File: config.mk
export PLATFORM = sky130hd
export DESIGN_NAME = jedro_1_mtimer_flat
export DESIGN_NICKNAME = d
export VERILOG_FILES = /design/src/rtl/jedro_1_mtimer_pkg.sv /design/src/rtl/jedro_1_mtimer_if.sv /design/src/rtl/jedro_1_prescaler.sv /design/src/rtl/jedro_1_mtimer.sv /design/src/flat_wrapper.sv
export SDC_FILE = /design/constraint.sdc
export NUM_CORES = 1
export LEC_CHECK = 0
export CAP_MARGIN = 20
export CORE_ASPECT_RATIO = 0.75
export CORE_MARGIN = 2
export CORE_UTILIZATION = 48
export CTS_BUF_LIST = sky130_fd_sc_hd__clkbuf_8
export CTS_CLUSTER_DIAMETER = 50
export DETAILED_ROUTE_END_ITERATION = 8
export GPL_TIMING_DRIVEN = 0
export PLACE_DENSITY_LB_ADDON = 0.08
export SYNTH_ARGS = -nofsm -noshare
export SYNTH_HDL_FRONTEND = slang
export SYNTH_SLANG_ARGS = --single-unit
export TNS_END_PERCENT = 100
File: constraint.sdc
create_clock -name clk_i -period 2.55 [get_ports clk_i]
set_input_delay 0.3825 -clock clk_i [delete_from_list [all_inputs] [get_ports clk_i]]
set_output_delay 0.3825 -clock clk_i [all_outputs]
set_load 0.02 [all_outputs]
File: src/rtl/jedro_1_mtimer_pkg.sv
// rtl/jedro_1_mtimer_pkg.sv - register offsets, reset values and helpers for the machine timer
package jedro_1_mtimer_pkg;

    localparam int MTIMER_OFF_MSIP        = 'h00;
    localparam int MTIMER_OFF_MTIMECMP_LO = 'h08;
    localparam int MTIMER_OFF_MTIMECMP_HI = 'h0C;
    localparam int MTIMER_OFF_MTIME_LO    = 'h10;
    localparam int MTIMER_OFF_MTIME_HI    = 'h14;

    localparam logic [63:0] MTIMER_DEF_VAL_MTIMECMP = 64'hFFFF_FFFF_FFFF_FFFF;

    typedef enum logic [2:0] {
        REG_NONE,
        REG_MSIP,
        REG_CMP_LO,
        REG_CMP_HI,
        REG_TIME_LO,
        REG_TIME_HI
    } reg_sel_e;

    function automatic logic [31:0] apply_be(input logic [31:0] old_val,
                                             input logic [31:0] new_val,
                                             input logic [3:0]  be);
        logic [31:0] res;
        for (int i = 0; i < 4; i++) begin
            res[8*i +: 8] = be[i] ? new_val[8*i +: 8] : old_val[8*i +: 8];
        end
        return res;
    endfunction

endpackage

File: src/rtl/jedro_1_mtimer_if.sv
// rtl/jedro_1_mtimer_if.sv - LSU data bus port of the machine timer
interface jedro_1_mtimer_if #(
    parameter int ADDR_WIDTH = 5
);
    logic                  req;
    logic                  we;
    logic [ADDR_WIDTH-1:0] addr;
    logic [3:0]            be;
    logic [31:0]           wdata;
    logic                  gnt;
    logic                  rvalid;
    logic [31:0]           rdata;
    logic                  err;

    modport master (
        output req, we, addr, be, wdata,
        input  gnt, rvalid, rdata, err
    );

    modport slave (
        input  req, we, addr, be, wdata,
        output gnt, rvalid, rdata, err
    );
endinterface

File: src/rtl/jedro_1_prescaler.sv
// rtl/jedro_1_prescaler.sv - free-running divider producing one tick every PRESCALE cycles
module jedro_1_prescaler #(
    parameter int PRESCALE = 16
) (
    input  logic clk_i,
    input  logic rst_i,
    output logic tick_o
);
    localparam int CNT_W = (PRESCALE > 1) ? $clog2(PRESCALE) : 1;
    localparam logic [CNT_W-1:0] CNT_LAST = CNT_W'(PRESCALE - 1);

    logic [CNT_W-1:0] cnt_q;

    assign tick_o = (cnt_q == CNT_LAST);

    always_ff @(posedge clk_i) begin
        if (rst_i) begin
            cnt_q <= '0;
        end else if (tick_o) begin
            cnt_q <= '0;
        end else begin
            cnt_q <= cnt_q + 1'b1;
        end
    end
endmodule

File: src/rtl/jedro_1_mtimer.sv
// rtl/jedro_1_mtimer.sv - memory-mapped mtime/mtimecmp/msip with timer and software interrupts
module jedro_1_mtimer
    import jedro_1_mtimer_pkg::*;
#(
    parameter int PRESCALE   = 16,
    parameter int ADDR_WIDTH = 5
) (
    input  logic               clk_i,
    input  logic               rst_i,
    jedro_1_mtimer_if.slave    bus,
    output logic               timer_irq_o,
    output logic               sw_irq_o
);
    logic        tick;
    logic [63:0] mtime_q, mtime_d;
    logic [63:0] mtimecmp_q, mtimecmp_d;
    logic        msip_q, msip_d;
    reg_sel_e    sel;
    logic [31:0] rd_val;
    logic        rvalid_q, err_q;
    logic [31:0] rdata_q;

    jedro_1_prescaler #(.PRESCALE(PRESCALE)) u_prescaler (
        .clk_i  (clk_i),
        .rst_i  (rst_i),
        .tick_o (tick)
    );

    assign bus.gnt    = bus.req;
    assign bus.rvalid = rvalid_q;
    assign bus.rdata  = rdata_q;
    assign bus.err    = err_q;

    // Misaligned offsets never select a register, so they fall through to the error path.
    always_comb begin
        sel = REG_NONE;
        if (bus.addr[1:0] == 2'b00) begin
            case (bus.addr)
                ADDR_WIDTH'(MTIMER_OFF_MSIP):        sel = REG_MSIP;
                ADDR_WIDTH'(MTIMER_OFF_MTIMECMP_LO): sel = REG_CMP_LO;
                ADDR_WIDTH'(MTIMER_OFF_MTIMECMP_HI): sel = REG_CMP_HI;
                ADDR_WIDTH'(MTIMER_OFF_MTIME_LO):    sel = REG_TIME_LO;
                ADDR_WIDTH'(MTIMER_OFF_MTIME_HI):    sel = REG_TIME_HI;
                default:                             sel = REG_NONE;
            endcase
        end
    end

    always_comb begin
        rd_val = '0;
        case (sel)
            REG_MSIP:    rd_val = {31'b0, msip_q};
            REG_CMP_LO:  rd_val = mtimecmp_q[31:0];
            REG_CMP_HI:  rd_val = mtimecmp_q[63:32];
            REG_TIME_LO: rd_val = mtime_q[31:0];
            REG_TIME_HI: rd_val = mtime_q[63:32];
            default:     rd_val = '0;
        endcase
    end

    // The unwritten half of mtime keeps the incremented value, so a tick's carry survives a write.
    always_comb begin
        mtime_d    = tick ? mtime_q + 64'd1 : mtime_q;
        mtimecmp_d = mtimecmp_q;
        msip_d     = msip_q;
        if (bus.req && bus.we) begin
            case (sel)
                REG_MSIP:    if (bus.be[0]) msip_d = bus.wdata[0];
                REG_CMP_LO:  mtimecmp_d[31:0]  = apply_be(mtimecmp_q[31:0], bus.wdata, bus.be);
                REG_CMP_HI:  mtimecmp_d[63:32] = apply_be(mtimecmp_q[63:32], bus.wdata, bus.be);
                REG_TIME_LO: mtime_d[31:0]     = apply_be(mtime_q[31:0], bus.wdata, bus.be);
                REG_TIME_HI: mtime_d[63:32]    = apply_be(mtime_q[63:32], bus.wdata, bus.be);
                default: ;
            endcase
        end
    end

    always_ff @(posedge clk_i) begin
        if (rst_i) begin
            mtime_q     <= '0;
            mtimecmp_q  <= MTIMER_DEF_VAL_MTIMECMP;
            msip_q      <= 1'b0;
            rvalid_q    <= 1'b0;
            rdata_q     <= '0;
            err_q       <= 1'b0;
            timer_irq_o <= 1'b0;
            sw_irq_o    <= 1'b0;
        end else begin
            mtime_q     <= mtime_d;
            mtimecmp_q  <= mtimecmp_d;
            msip_q      <= msip_d;
            rvalid_q    <= bus.req;
            rdata_q     <= bus.req ? rd_val : '0;
            err_q       <= bus.req && (sel == REG_NONE);
            timer_irq_o <= (mtime_q >= mtimecmp_q);
            sw_irq_o    <= msip_q;
        end
    end
endmodule
File: src/flat_wrapper.sv
// flat-port wrapper written by rule: the top's interface ports become plain ports
module jedro_1_mtimer_flat import jedro_1_mtimer_pkg::*;
#(
    parameter int PRESCALE   = 16,
    parameter int ADDR_WIDTH = 5
)
  (clk_i, rst_i, timer_irq_o, sw_irq_o, bus_req, bus_we, bus_addr, bus_be, bus_wdata, bus_gnt, bus_rvalid, bus_rdata, bus_err);
  jedro_1_mtimer_if #(.ADDR_WIDTH(ADDR_WIDTH)) bus_i ();
  input  logic clk_i;
  input  logic rst_i;
  output logic timer_irq_o;
  output logic sw_irq_o;
  input wire logic [$bits(bus_i.req)-1:0] bus_req;
  input wire logic [$bits(bus_i.we)-1:0] bus_we;
  input wire logic [$bits(bus_i.addr)-1:0] bus_addr;
  input wire logic [$bits(bus_i.be)-1:0] bus_be;
  input wire logic [$bits(bus_i.wdata)-1:0] bus_wdata;
  output wire logic [$bits(bus_i.gnt)-1:0] bus_gnt;
  output wire logic [$bits(bus_i.rvalid)-1:0] bus_rvalid;
  output wire logic [$bits(bus_i.rdata)-1:0] bus_rdata;
  output wire logic [$bits(bus_i.err)-1:0] bus_err;
  assign bus_i.req = bus_req;
  assign bus_i.we = bus_we;
  assign bus_i.addr = bus_addr;
  assign bus_i.be = bus_be;
  assign bus_i.wdata = bus_wdata;
  assign bus_gnt = bus_i.gnt;
  assign bus_rvalid = bus_i.rvalid;
  assign bus_rdata = bus_i.rdata;
  assign bus_err = bus_i.err;
  jedro_1_mtimer #(.PRESCALE(PRESCALE), .ADDR_WIDTH(ADDR_WIDTH)) u_core (.clk_i(clk_i), .rst_i(rst_i), .bus(bus_i), .timer_irq_o(timer_irq_o), .sw_irq_o(sw_irq_o));
endmodule
After elaboration in Yosys (flattened, before gate mapping)
Index checks and enable logic that the tools add are counted.
{ "classes": {"mux": 11, "eq_ne": 18, "order_cmp": 1, "add_sub_neg": 2, "reduce_logical": 16, "bitwise_logic": 1} }
{ "ops": {"columns": ["operator", "n"], "rows": [
  ["32-bit one-hot mux with 5 select lines", 1],
  ["64-bit 2-to-1 mux", 2],
  ["64-bit by 1-bit adder with 64-bit output (second input constant)", 1],
  ["64-bit >= comparator", 1],
  ["32-bit 2-to-1 mux", 2],
  ["8-bit 2-to-1 mux", 4],
  ["3-bit AND reduction", 9],
  ["3-bit != test (second input constant)", 8],
  ["3-bit one-hot mux with 5 select lines", 1],
  ["5-bit by 4-bit equality test with 1-bit output (second input constant)", 2],
  ["5-bit equality test (second input constant)", 2],
  ["3-bit by 2-bit equality test with 1-bit output (second input constant)", 2],
  ["3-bit equality test (second input constant)", 2],
  ["5-bit logical NOT", 1],
  ["4-bit by 1-bit adder with 4-bit output (second input constant)", 1],
  ["4-bit equality test (second input constant)", 1],
  ["2-bit OR reduction", 2],
  ["3-bit by 1-bit equality test with 1-bit output (second input constant)", 1],
  ["3-bit logical NOT", 1],
  ["3-bit 2-to-1 mux", 1],
  ["1-bit logical AND", 2],
  ["2-bit logical NOT", 1],
  ["1-bit inverter", 1]
]} }
{ "word_totals": {"in_bits": 45, "regBits": 169, "word_cells": 72} }

Logic depth before layout (Yosys ltp)
Gate-level depths: netlist (run 1).
{ "depth": {"depth_word": 6, "mapped_depth": 9} }

Cells and area by module
From an unflattened synthesis (run 1), not the netlist that was laid out.
{ "hier_totals": {"hier_cells": 1276, "hier_area_um2": 9924.5} }
{ "modules_own_cells": {"columns": ["module", "n_inst", "cells_each", "area_each_um2"], "rows": [
  ["jedro_1_mtimer", 1, 1261, 9758.1],
  ["jedro_1_prescaler", 1, 15, 166.4]
]} }

Least setup slack after synthesis (run 1)
No wires, ideal clock.
{ "synth_path": {"kind": "register -> register", "from": "reg u_core.u_prescaler.cnt_q[0]", "to": "reg u_core.mtime_q[30]", "period_less_slack_ns": 2.076, "path_buffers": 1, "setup_slack_ns": 0.474, "stages_incl_launch_ff": 9, "required_ns": 2.428, "arrival_time_ns": 1.955, "setup_ns": 0.122, "cell_sequence": "dfxtp_1 ha_1 and4_2 and4_4 and3_1 buf_2 nand2_1 or3_1 o311a_1"} }
{ "synth_via": {"elab_chain_len": 4} }
{ "synth_rtl": {"columns": ["element", "line_no", "rtl"], "rows": [
  ["start: declaration", "jedro_1_prescaler.sv:12", "logic [CNT_W-1:0] cnt_q;"],
  ["start signal: assignment", "jedro_1_prescaler.sv:22", "cnt_q <= cnt_q + 1'b1;"],
  ["4-bit equality test *", "jedro_1_prescaler.sv:14", "assign tick_o = (cnt_q == CNT_LAST);"],
  ["64-bit 2-to-1 mux *", "jedro_1_mtimer.sv:63", "mtime_d = tick ? mtime_q + 64'd1 : mtime_q;"],
  ["32-bit 2-to-1 mux", "jedro_1_mtimer.sv:67", "case (sel)"],
  ["64-bit 2-to-1 mux *", "jedro_1_mtimer.sv:66", "if (bus.req && bus.we) begin"],
  ["end signal: assignment", "jedro_1_mtimer.sv:89", "mtime_q <= mtime_d;"],
  ["end: declaration", "jedro_1_mtimer.sv:15", "logic [63:0] mtime_q, mtime_d;"]
]} }
Mark *: on every way between the ends. The rest lies on a longest branch, timed or not.
A chain may end at the register's enable or synchronous reset.

Worst setup path after layout (run 1)
{ "layout_path": {"from": "in bus_addr[1]", "to": "reg u_core.mtime_q[37]"} }
{ "layout_via": {"elab_chain_len": 6} }
{ "layout_rtl": {"columns": ["element", "line_no", "rtl"], "rows": [
  ["start: declaration", "flat_wrapper.sv:15", "input wire logic [$bits(bus_i.addr)-1:0] bus_addr;"],
  ["5-bit equality test, or another cell as far along", "jedro_1_mtimer.sv:38", "case (bus.addr)"],
  ["3-bit one-hot mux with 5 select lines", "jedro_1_mtimer.sv:38", null],
  ["3-bit 2-to-1 mux *", "jedro_1_mtimer.sv:37", "if (bus.addr[1:0] == 2'b00) begin"],
  ["3-bit equality test *", "jedro_1_mtimer.sv:67", null],
  ["32-bit 2-to-1 mux", "jedro_1_mtimer.sv:67", null],
  ["64-bit 2-to-1 mux", "jedro_1_mtimer.sv:66", null]
]} }
Marked as above.

==> results by group, run 1 <==
Worst setup path
  • Worst Path Buf+Inv: 3
  • Worst path top cell family by delay: buffers and inverters
  • CP required: approximately 2900 ps
  • Crit path max-delay cell type: clkdlybuf4s50_1
  • R2R Setup Slk: 130 ps
  • Worst EP arrival: 2890 ps
  • Critical Path, Cell by Cell: clkdlybuf4s50_1 -> nor4b_4 -> nand2_1 -> clkbuf_1 -> clkbuf_1 -> a211oi_1 -> a211oi_1
  • FF-to-FF Start: u_core.mtime_q[37]$_SDFFE_PP0P_
  • R2R cell count: 6
  • CP max stage delay: approximately 510 ps
  • Crit Path Max Fanout: 10
  • Crit Path Class: input pin to register
  • Startpoint Class: input pin
  • Reg2reg end: u_core.mtime_q[51]$_SDFFE_PP0P_
  • Setup crit end kind: register

CTS
  • Num CTS Buffers: 17
  • Htree depth: 4
  • Max clock buf depth: 2
  • Root Driver: clkbuf_8
  • CTS clk-pin slew, worst paths: 110 ps
  • CTS Sinks: 169
  • CTS Hold Bufs: 0
  • CTS tree: yes
  • Latest clock arrival within the worst-skew pair: around 510 ps

Timing
  • Final period utilization: 99.30%
  • Endpoints failing setup: 0
  • Final hold vios: 0
  • Relative slew slack: between 40 and 50%
  • Worst Max-Slew Pin Slew: between 800 and 900 ps
  • RSZ-0062 raised after global routing: no
  • Slew Limit Fails: 0
  • Setup TNS: 0 ps
  • Clock Skew: ~22 ps
  • Max Fclk: between 300 and 400 MHz
  • Final min period: approximately 2500 ps

Yosys
  • #FFs+latches synth: between 150 and 200
  • Area share of the largest cell type after synthesis: between 30 and 40%
  • Dominant cells by area after synthesis: dfxtp_1, nand2_1, ha_1, nand3b_1, a21oi_1
  • Ys flop type: dfxtp_1
  • Synth area leader: dfxtp_1
  • Number of synthesized flops with an enable pin: 0
  • Syn Nets: ~1400
  • Seq/Total Area, Yosys: 34.07%
  • Mean Syn Cell Area: slightly below 8 um2
  • Yosys warning total: 0
  • Post-synth ARST share: 0%
  • Synth cell types: approximately 70
  • Syn Inst Count: 1258
  • Post-Syn Area: between 9000 and 10000 um2

Global route
  • Total GRT Usage: 34.46%
  • Antenna violations before repair: 1
  • Vias in the first global route: 9507
  • First-pass GRT wire length: 56.50 mm
  • Largest net degree at the start of global routing: 18
  • GRT overflow: 0

Cells and area
  • Area delta synth->final: 16.20%
  • Finished Core Util: between 50 and 60%
  • Layout cells sized above 1: 6.769%
  • Final Net Count: 1472
  • Post-route cell area: around 12000 um2

Die
  • Total Die Area: ~22000 um2
  • IO Count: 82
  • Die height: ~130 um
  • Die Wd: roughly 170 um
  • Area of the core: roughly 20000 um2
  • Number of placement rows: 45
  • Starting Density: between 40% and 50%

Flow run
  • Max cap viols: 0

Hold path
  • Hold Path Sink: u_core.bus.err$_SDFF_PP0_
  • Worst min path class: input pin to register
  • Hold path start: bus_addr[3]
  • Hold Crit Depth: 3

Route
  • Detailed Route Iter0 Violations: between 1000 and 1500
  • Via count: approximately 10000
  • DRT Pass-1 Iters: 8
  • Routed Antenna Nets: 0
  • Final wirelength: about 37 mm
  • DRC viols: 0
  • Post-DR wirelength/cell: 22.72 um
  • Vias per std cell: about 6.3

Power
  • P_leak: just over 5 nW
  • VDD IR-drop max: ~340 uV
  • Pwr Density: 435.9 nW/um2

Placement
  • Post-DP HPWL: 27.42 mm
  • Placement Cell Area: approximately 11000 um2
  • Port Buffer Count: 79
  • GPL Wtd Cong: about 1.0

Run status
  • Outcome: complete, no violations
what timing repair did:
item                                    4_1_cts  5_1_grt
pin swaps                                     1        2
resized for setup                             8       13
buffers inserted                              2        4
endpoints found under the setup margin       58       33
final cells by class:
class | instances | area [um2]
Inverter | 71 | 266.5
Fill cell | 1928 | 8731
Tap cell | 258 | 322.8
Clock buffer | 17 | 234.0
Multi-Input combinational cell | 941 | 5987
Timing Repair Buffer | 86 | 840.8
Antenna cell | 1 | 2.502
Clock inverter | 15 | 152.6
Sequential cell | 169 | 3385
Buffer | 75 | 347.8
kinds of logic after synthesis:
family	share of synthesized area, %
DFF	34.07
xor gates and xnor gates	1.764
buffers and inverters	6.149
AOI/OAI and AO/OA	17.53
and+or+nand+nor	30.86
muxes	1.310
adders and majority gates	8.317
worst min-delay path, delay by kind of cell:
family,cells,cell delay [ps]
AND/OR/NAND/NOR,1,50
buffers and inverters,1,180
AO/OA/AOI/OAI,1,170
sequential cells by signal (all words and copies together), names as in the netlist:
signal / count
u_core.u_prescaler.cnt_q: 4
u_core.mtimecmp_q: 64
u_core.sw_irq_o: 1
u_core.mtime_q: 64
u_core.timer_irq_o: 1
u_core.bus.err: 1
u_core.msip_q: 1
u_core.bus.rdata: 32
u_core.bus.rvalid: 1
power breakdown:
part / switching (mW) / internal [mW]
combinational: 0.221 / 0.136
clock: 1.19 / 0.811
sequential: 0.0176 / 2.65
total: 1.43 / 3.60
how the worst max path moves through the flow:
stage / startpoint / endpoint / slack (ps) / cells past startpoint
6_report: bus_addr[1] / u_core.mtime_q[37]$_SDFFE_PP0P_ / 20 / 7
5_1_grt: u_core.mtime_q[34]$_SDFFE_PP0P_ / u_core.mtime_q[51]$_SDFFE_PP0P_ / 3 / 6
4_1_cts: u_core.mtime_q[0]$_SDFFE_PP0P_ / u_core.timer_irq_o$_SDFF_PP0_ / 50 / 7
3_5_place_dp: bus_req / u_core.mtimecmp_q[0]$_SDFFE_PP1P_ / -940 / 8
3_3_place_gp: bus_addr[2] / u_core.bus.rdata[15]$_SDFF_PP0_ / -1240 / 7
2_1_floorplan: u_core.u_prescaler.cnt_q[0]$_SDFF_PP0_ / u_core.mtime_q[30]$_SDFFE_PP0P_ / 470 / 8
per-layer routing:
metal	share of wire, %	wire [um]	global-route usage, %	up-vias
li1	-	-	-	4800
met1	45	16670	49.58	4867
met2	39	14570	47.70	624
met3	13	4791	11.29	75
met4	2.9	1071	12.52	0
met5	0	0	0	-
cell usage after synthesis, drive strengths merged (23+ instances only):
cell type and n:
nand2 224, dfxtp 169, a21oi 92, inv 71, ha 66, nand3b 65
nor2 60, nand3 53, clkbuf 50, nand4 46, o21ai 39, a222oi 31
nor3 31, a211oi 29, buf 27, and3 24, a31oi 23
metrics by stage:
| stage | power (mW) | hold WS [ps] | instances | setup WS [ps] |
|---|---|---|---|---|
| floorplan | 2.873 | 455.2 | 1258 | 473.6 |
| global route | 5.176 | 384.0 | 1632 | 3.061 |
| global placement | 3.071 | 473.3 | 1595 | -1239 |
| CTS | 5.025 | 334.4 | 1628 | 50.67 |
| detailed placement | 3.073 | 475.3 | 1596 | -938.6 |
| finish | 5.030 | 349.7 | 1633 | 17.86 |
cell usage in the layout (no fill, tap or decap), types with 10 or more instances in the layout:
cell	netlist	final
buf_2	11	11
ha_1	66	65
nand4_1	41	41
and3_1	24	23
inv_6	0	10
nand2_1	224	224
a222oi_1	31	31
nor2b_1	16	16
clkdlybuf4s50_1	0	79
buf_4	5	11
o22ai_1	11	11
mux2i_1	13	13
dfxtp_1	169	168
nand3_1	52	51
a211oi_1	29	28
a21oi_1	92	92
o21ai_0	39	39
nor3_1	28	27
a31oi_1	23	23
clkbuf_8	0	17
nor2_1	58	58
clkbuf_1	50	46
inv_1	71	71
nand3b_1	65	65
xnor2_1	11	11
Power figures use the tool's default switching activity.
==> run 2: changes to the inputs <==
--- a/config.mk
+++ b/config.mk
@@ -5,7 +5,7 @@
 export SDC_FILE = /design/constraint.sdc
 export NUM_CORES = 1
 export LEC_CHECK = 0
-export CAP_MARGIN = 20
+export CAP_MARGIN = 10
 export CORE_ASPECT_RATIO = 0.75
 export CORE_MARGIN = 2
 export CORE_UTILIZATION = 48
@@ -14,6 +14,8 @@
 export DETAILED_ROUTE_END_ITERATION = 8
 export GPL_TIMING_DRIVEN = 0
 export PLACE_DENSITY_LB_ADDON = 0.08
+export SKIP_LAST_GASP = 1
+export SLEW_MARGIN = 20
 export SYNTH_ARGS = -nofsm -noshare
 export SYNTH_HDL_FRONTEND = slang
 export SYNTH_SLANG_ARGS = --single-unit
==> run 2 against run 1 <==
Compared with the run above: the flow now finishes with violations (setup timing); cell area decreased by 0.30%; largest cell class unchanged; clock skew down 2.2 ps; via count up 0.48%; highest routed layer unchanged.
==> results by group, run 2 (synthesized netlist as in run 1, its figures left out) <==
Worst setup path
  • Setup crit end kind: register
  • Crit path top cell by count: a31oi_1
  • Critical Path, Cell by Cell: clkdlybuf4s50_1 -> nor4b_4 -> buf_4 -> nand3_2 -> clkbuf_1 -> a41oi_1 -> a31oi_1 -> a31oi_1 -> nor2_1
  • Crit Path Max Fanout: 10
  • CP max stage delay: about 620 ps
  • Startpoint Class: input pin
  • Worst EP arrival: just under 3000 ps
  • Crit Path Class: input pin to register
  • Worst Path Buf+Inv: 3
  • Crit path max-delay cell type: clkdlybuf4s50_1
  • CP required: a little under 3000 ps
  • Worst path top cell family by delay: buffers and inverters

Timing
  • Worst Max-Slew Pin Slew: approximately 870 ps
  • Final min period: about 2600 ps
  • Clock Skew: between 20 and 25 ps
  • Max Fclk: a little under 400 MHz
  • WHS: around 350 ps
  • Post-route setup slack: -3.700 ps
  • Final hold vios: 0
  • Final period utilization: 100.1%
  • Slew Limit Fails: 0
  • Setup TNS: -3.700 ps
  • Relative slew slack: a little over two fifths
  • RSZ-0062 raised after global routing: yes
  • Endpoints failing setup: 1

CTS
  • CTS Sinks: about 170
  • Latest clock arrival within the worst-skew pair: 500 ps
  • Max clock buf depth: 2
  • Htree depth: 4
  • CTS tree: yes
  • CTS Hold Bufs: 0
  • CTS clk-pin slew, worst paths: around 90 ps
  • Num CTS Buffers: 17
  • Root Driver: clkbuf_8

Route
  • Post-DR wirelength/cell: 22.94 um
  • DRT Pass-1 Iters: 8
  • Routed Antenna Nets: 0
  • Vias per std cell: ~6.4
  • Detailed Route Iter0 Violations: roughly 1500
  • Via count: 10416
  • DRC viols: 0
  • Final wirelength: ~37 mm

Global route
  • Largest net degree at the start of global routing: 17
  • Vias in the first global route: 9523
  • Total GRT Usage: a little over a third
  • First-pass GRT wire length: 57.15 mm
  • GRT overflow: 0
  • Antenna violations before repair: 1

Cells and area
  • Final Net Count: roughly 1500
  • Post-route cell area: between 10000 and 15000 um2
  • # fillers: 1943
  • Commonest non-fill, non-tap cell in the layout: nand2_1
  • Most frequent cells in the layout: nand2_1, dfxtp_1, a21oi_1
  • Layout cells sized above 1: under 10%
  • Area delta synth->final: 15.85%

Die
  • Die height: about 130 um
  • Starting Density: just under 50%
  • Total Die Area: approximately 22000 um2
  • IO Count: 82
  • Number of placement rows: 45
  • Die Wd: approximately 170 um
  • Area of the core: ~20000 um2

Power
  • P_leak: 5.055 nW
  • VDD IR-drop max: around 280 uV
  • Pwr Total: between 4 and 5 mW
  • Pwr Density: roughly 420 nW/um2

Placement
  • GPL Wtd Cong: between 1 and 1.5
  • Placement Cell Area: around 11000 um2
  • Post-DP HPWL: between 20 and 30 mm
  • Port Buffer Count: 79

Hold path
  • Worst min path class: input pin to register

Run status
  • Outcome: finished with violations
  • Failing checks: setup timing

Flow run
  • Max cap viols: 0
## run 2: cell type report
| class | instances | area, um2 | area share (%) |
|---|---|---|---|
| Antenna cell | 1 | 2.502 | 0.02175 |
| Multi-Input combinational cell | 941 | 5998 | 52.14 |
| Clock buffer | 19 | 261.5 | 2.273 |
| Tap cell | 258 | 322.8 | 2.806 |
| Sequential cell | 169 | 3383 | 29.41 |
| Clock inverter | 13 | 97.59 | 0.8484 |
| Timing Repair Buffer | 82 | 813.3 | 7.070 |
| Inverter | 71 | 266.5 | 2.317 |
| Buffer | 74 | 357.8 | 3.111 |
## run 2: routing by layer
metal  vias to the layer above  track usage, %  wire length [um]
met1                      4865           50.16             16560
met2                       684           48.16             14720
met5                         -               0                 0
met3                        84           11.97              4948
li1                       4783               -                 -
met4                         0           12.52              1112
## run 2: worst paths after layout
check	slack, ps	cells after the start	startpoint	end
max	-4	9	bus_addr[4]	u_core.mtime_q[10]$_SDFFE_PP0P_
min	350	3	bus_addr[3]	u_core.bus.err$_SDFF_PP0_
max reg2reg	80	9	u_core.mtime_q[9]$_SDFFE_PP0P_	u_core.mtime_q[50]$_SDFFE_PP0P_
min reg2reg	490	2	u_core.mtimecmp_q[8]$_SDFFE_PP1P_	u_core.mtimecmp_q[8]$_SDFFE_PP1P_
## run 2: worst register-to-register path: cells and delay by family, from the launching register on
family / cells / cell delay [ps]
flip-flops: 1 / 340
buffers and inverters: 3 / 580
XOR/XNOR: 1 / 220
AO/OA/AOI/OAI: 1 / 230
AND/OR/NAND/NOR: 4 / 1010
## run 2: where the power goes
group | internal, mW | total (mW) | switching, mW
combinational | 0.137 | 0.362 | 0.224
sequential | 2.65 | 2.67 | 0.0179
clock | 0.730 | 1.85 | 1.12
total | 3.52 | 4.88 | 1.36
## run 2: timing repair
item,CTS,global route
resized for setup,10,18
setup endpoints to repair,75,97
hold endpoints to repair,0,0
buffers inserted,2,1
pin swaps,1,0
## run 2: stage by stage
stage | setup WS [ps] | cells | util, %
floorplan | 473.6 | 1258 | -
finish | -3.700 | 1628 | 56.75
CTS | -17.14 | 1628 | 56.54
global route | -64.77 | 1627 | 56.74
global placement | -1239 | 1595 | 54.48
detailed placement | -943.3 | 1595 | 54.51
==> run 3: changes to the inputs <==
--- a/config.mk
+++ b/config.mk
@@ -5,8 +5,8 @@
 export SDC_FILE = /design/constraint.sdc
 export NUM_CORES = 1
 export LEC_CHECK = 0
-export CAP_MARGIN = 10
-export CORE_ASPECT_RATIO = 0.75
+export CAP_MARGIN = 30
+export CORE_ASPECT_RATIO = 1.2
 export CORE_MARGIN = 2
 export CORE_UTILIZATION = 48
 export CTS_BUF_LIST = sky130_fd_sc_hd__clkbuf_8
@@ -14,6 +14,7 @@
 export DETAILED_ROUTE_END_ITERATION = 8
 export GPL_TIMING_DRIVEN = 0
 export PLACE_DENSITY_LB_ADDON = 0.08
+export SKIP_CTS_REPAIR_TIMING = 1
 export SKIP_LAST_GASP = 1
 export SLEW_MARGIN = 20
 export SYNTH_ARGS = -nofsm -noshare
==> run 3 against run 2 <==
Compared with the run above: the run now ends clean; sequential share of layout area is 0.13 points lower; core utilization increased by 0.30 points; sequential power about the same; fmax increased by 1.9%; largest cell class unchanged; non-clock buffer count rose by 1; critical path type unchanged; worst hold slack lost 21 ps; worst setup slack improved by 49 ps; routed wire length decreased by 1.3%; combinational power down 2%; cell count rose by 0.43%.
==> results by group, run 3 (synthesized netlist as in run 1, its figures left out) <==
Run status
  • Outcome: complete, no violations

Timing
  • Slew Limit Fails: 0
  • Clock Skew: 16.88 ps
  • Relative slew slack: 42.37%
  • Endpoints failing setup: 0
  • Final period utilization: 98.23%
  • RSZ-0062 raised after global routing: yes
  • Final min period: roughly 2500 ps
  • Post-route setup slack: about 45 ps
  • Max Fclk: about 400 MHz
  • Final hold vios: 0
  • Worst Max-Slew Pin Slew: roughly 860 ps

Worst setup path
  • Setup crit end kind: register
  • Crit Path Class: input pin to register
  • Worst EP arrival: 2910 ps
  • Startpoint Class: input pin
  • CP required: around 3000 ps
  • Crit Path Max Fanout: 10

Die
  • Die Wd: between 100 and 150 um
  • Total Die Area: between 20000 and 25000 um2
  • IO Count: between 80 and 90
  • Area of the core: slightly above 20000 um2
  • Number of placement rows: 57
  • Die height: around 160 um
  • Starting Density: slightly below 50%

Cells and area
  • Area delta synth->final: 16.38%
  • Final Net Count: around 1500
  • # fillers: between 1500 and 2000
  • Finished Core Util: 57.05%
  • Layout cells sized above 1: under 10%
  • N_diodes: 0
  • Commonest non-fill, non-tap cell in the layout: nand2_1
  • Post-route cell area: 11560 um2
  • Most frequent cells in the layout: nand2_1, dfxtp_1, a21oi_1

Route
  • Post-DR wirelength/cell: around 23 um
  • DRT Pass-1 Iters: 6
  • Vias per std cell: 6.346
  • Detailed Route Iter0 Violations: about 1200
  • Final wirelength: ~37 mm
  • Routed Antenna Nets: 0
  • Via count: between 10000 and 15000
  • DRC viols: 0

Global route
  • First-pass GRT wire length: 55.96 mm
  • Total GRT Usage: roughly a third
  • Largest net degree at the start of global routing: 17
  • Antenna violations before repair: 0
  • GRT overflow: 0
  • Vias in the first global route: around 9700

Placement
  • Port Buffer Count: 79
  • GPL Wtd Cong: between 1 and 1.5
  • Worst slack, placed: -917.7 ps
  • Post-DP HPWL: about 27 mm
  • Placement Cell Area: around 11000 um2

CTS
  • Num CTS Buffers: 17
  • Root Driver: clkbuf_8
  • CTS tree: yes
  • Latest clock arrival within the worst-skew pair: 490 ps
  • Max clock buf depth: 2
  • CTS clk-pin slew, worst paths: about 90 ps
  • CTS Sinks: 169
  • Htree depth: 4

Hold path
  • Worst min path class: input pin to register

Flow run
  • Max cap viols: 0

Power
  • Pwr Density: between 400 and 500 nW/um2
  • P_leak: a little over 5 nW
  • VDD IR-drop max: between 200 and 300 uV
-- run 3: final cells by class --
class | instances | area (um2) | share of cell area [%]
multi-input combinational | 941 | 6000 | 51.92
tap | 265 | 331.6 | 2.869
clock inverter | 15 | 177.7 | 1.537
clock buffer | 17 | 234.0 | 2.025
timing repair buffer | 82 | 813.3 | 7.038
inverter | 71 | 266.5 | 2.306
buffer | 75 | 350.3 | 3.032
sequential | 169 | 3383 | 29.28
-- run 3: per-layer routing --
layer	GRT usage, %	part of all wire, %	up-vias
li1	-	-	4777
met1	42.02	40	4918
met2	55.03	46	545
met3	5.650	8.0	135
met4	19.08	5.8	0
met5	0	0	-
-- run 3: path summary, 6_finish.rpt --
check | from | to | slack, ps | depth (start not counted)
max | bus_addr[4] | u_core.bus.rdata[24]$_SDFF_PP0_ | 50 | 6
min reg2reg | u_core.mtimecmp_q[31]$_SDFFE_PP1P_ | u_core.mtimecmp_q[31]$_SDFFE_PP1P_ | 490 | 2
min | bus_addr[3] | u_core.bus.err$_SDFF_PP0_ | 330 | 3
max reg2reg | u_core.mtime_q[40]$_SDFFE_PP0P_ | u_core.mtime_q[51]$_SDFFE_PP0P_ | 100 | 6
-- run 3: report_power, final --
part / switching [mW] / internal (mW) / leakage [nW]
registers: 0.0185 / 2.65 / 1.37
logic: 0.217 / 0.138 / 3.51
clock network: 1.11 / 0.974 / 0.205
total: 1.35 / 3.76 / 5.08
-- run 3: critical path, cell delays in order --
cell and delay (ps):
clkdlybuf4s50_1 530, nor4_4 630, clkbuf_2 450, clkbuf_1 520, a222oi_1 190, a21oi_1 200
-- run 3: through the flow --
step                      hold WS [ps]  setup TNS, ps  instances  power [mW]
final                            330.6              0       1635       5.112
after global routing             356.4         -97.26       1635       5.233
after CTS                        304.8         -14550       1634       5.105
after detailed placement         475.0         -85870       1602       3.071
after global placement           471.7        -107090       1602       3.069
after floorplan                  455.2              0       1258       2.873
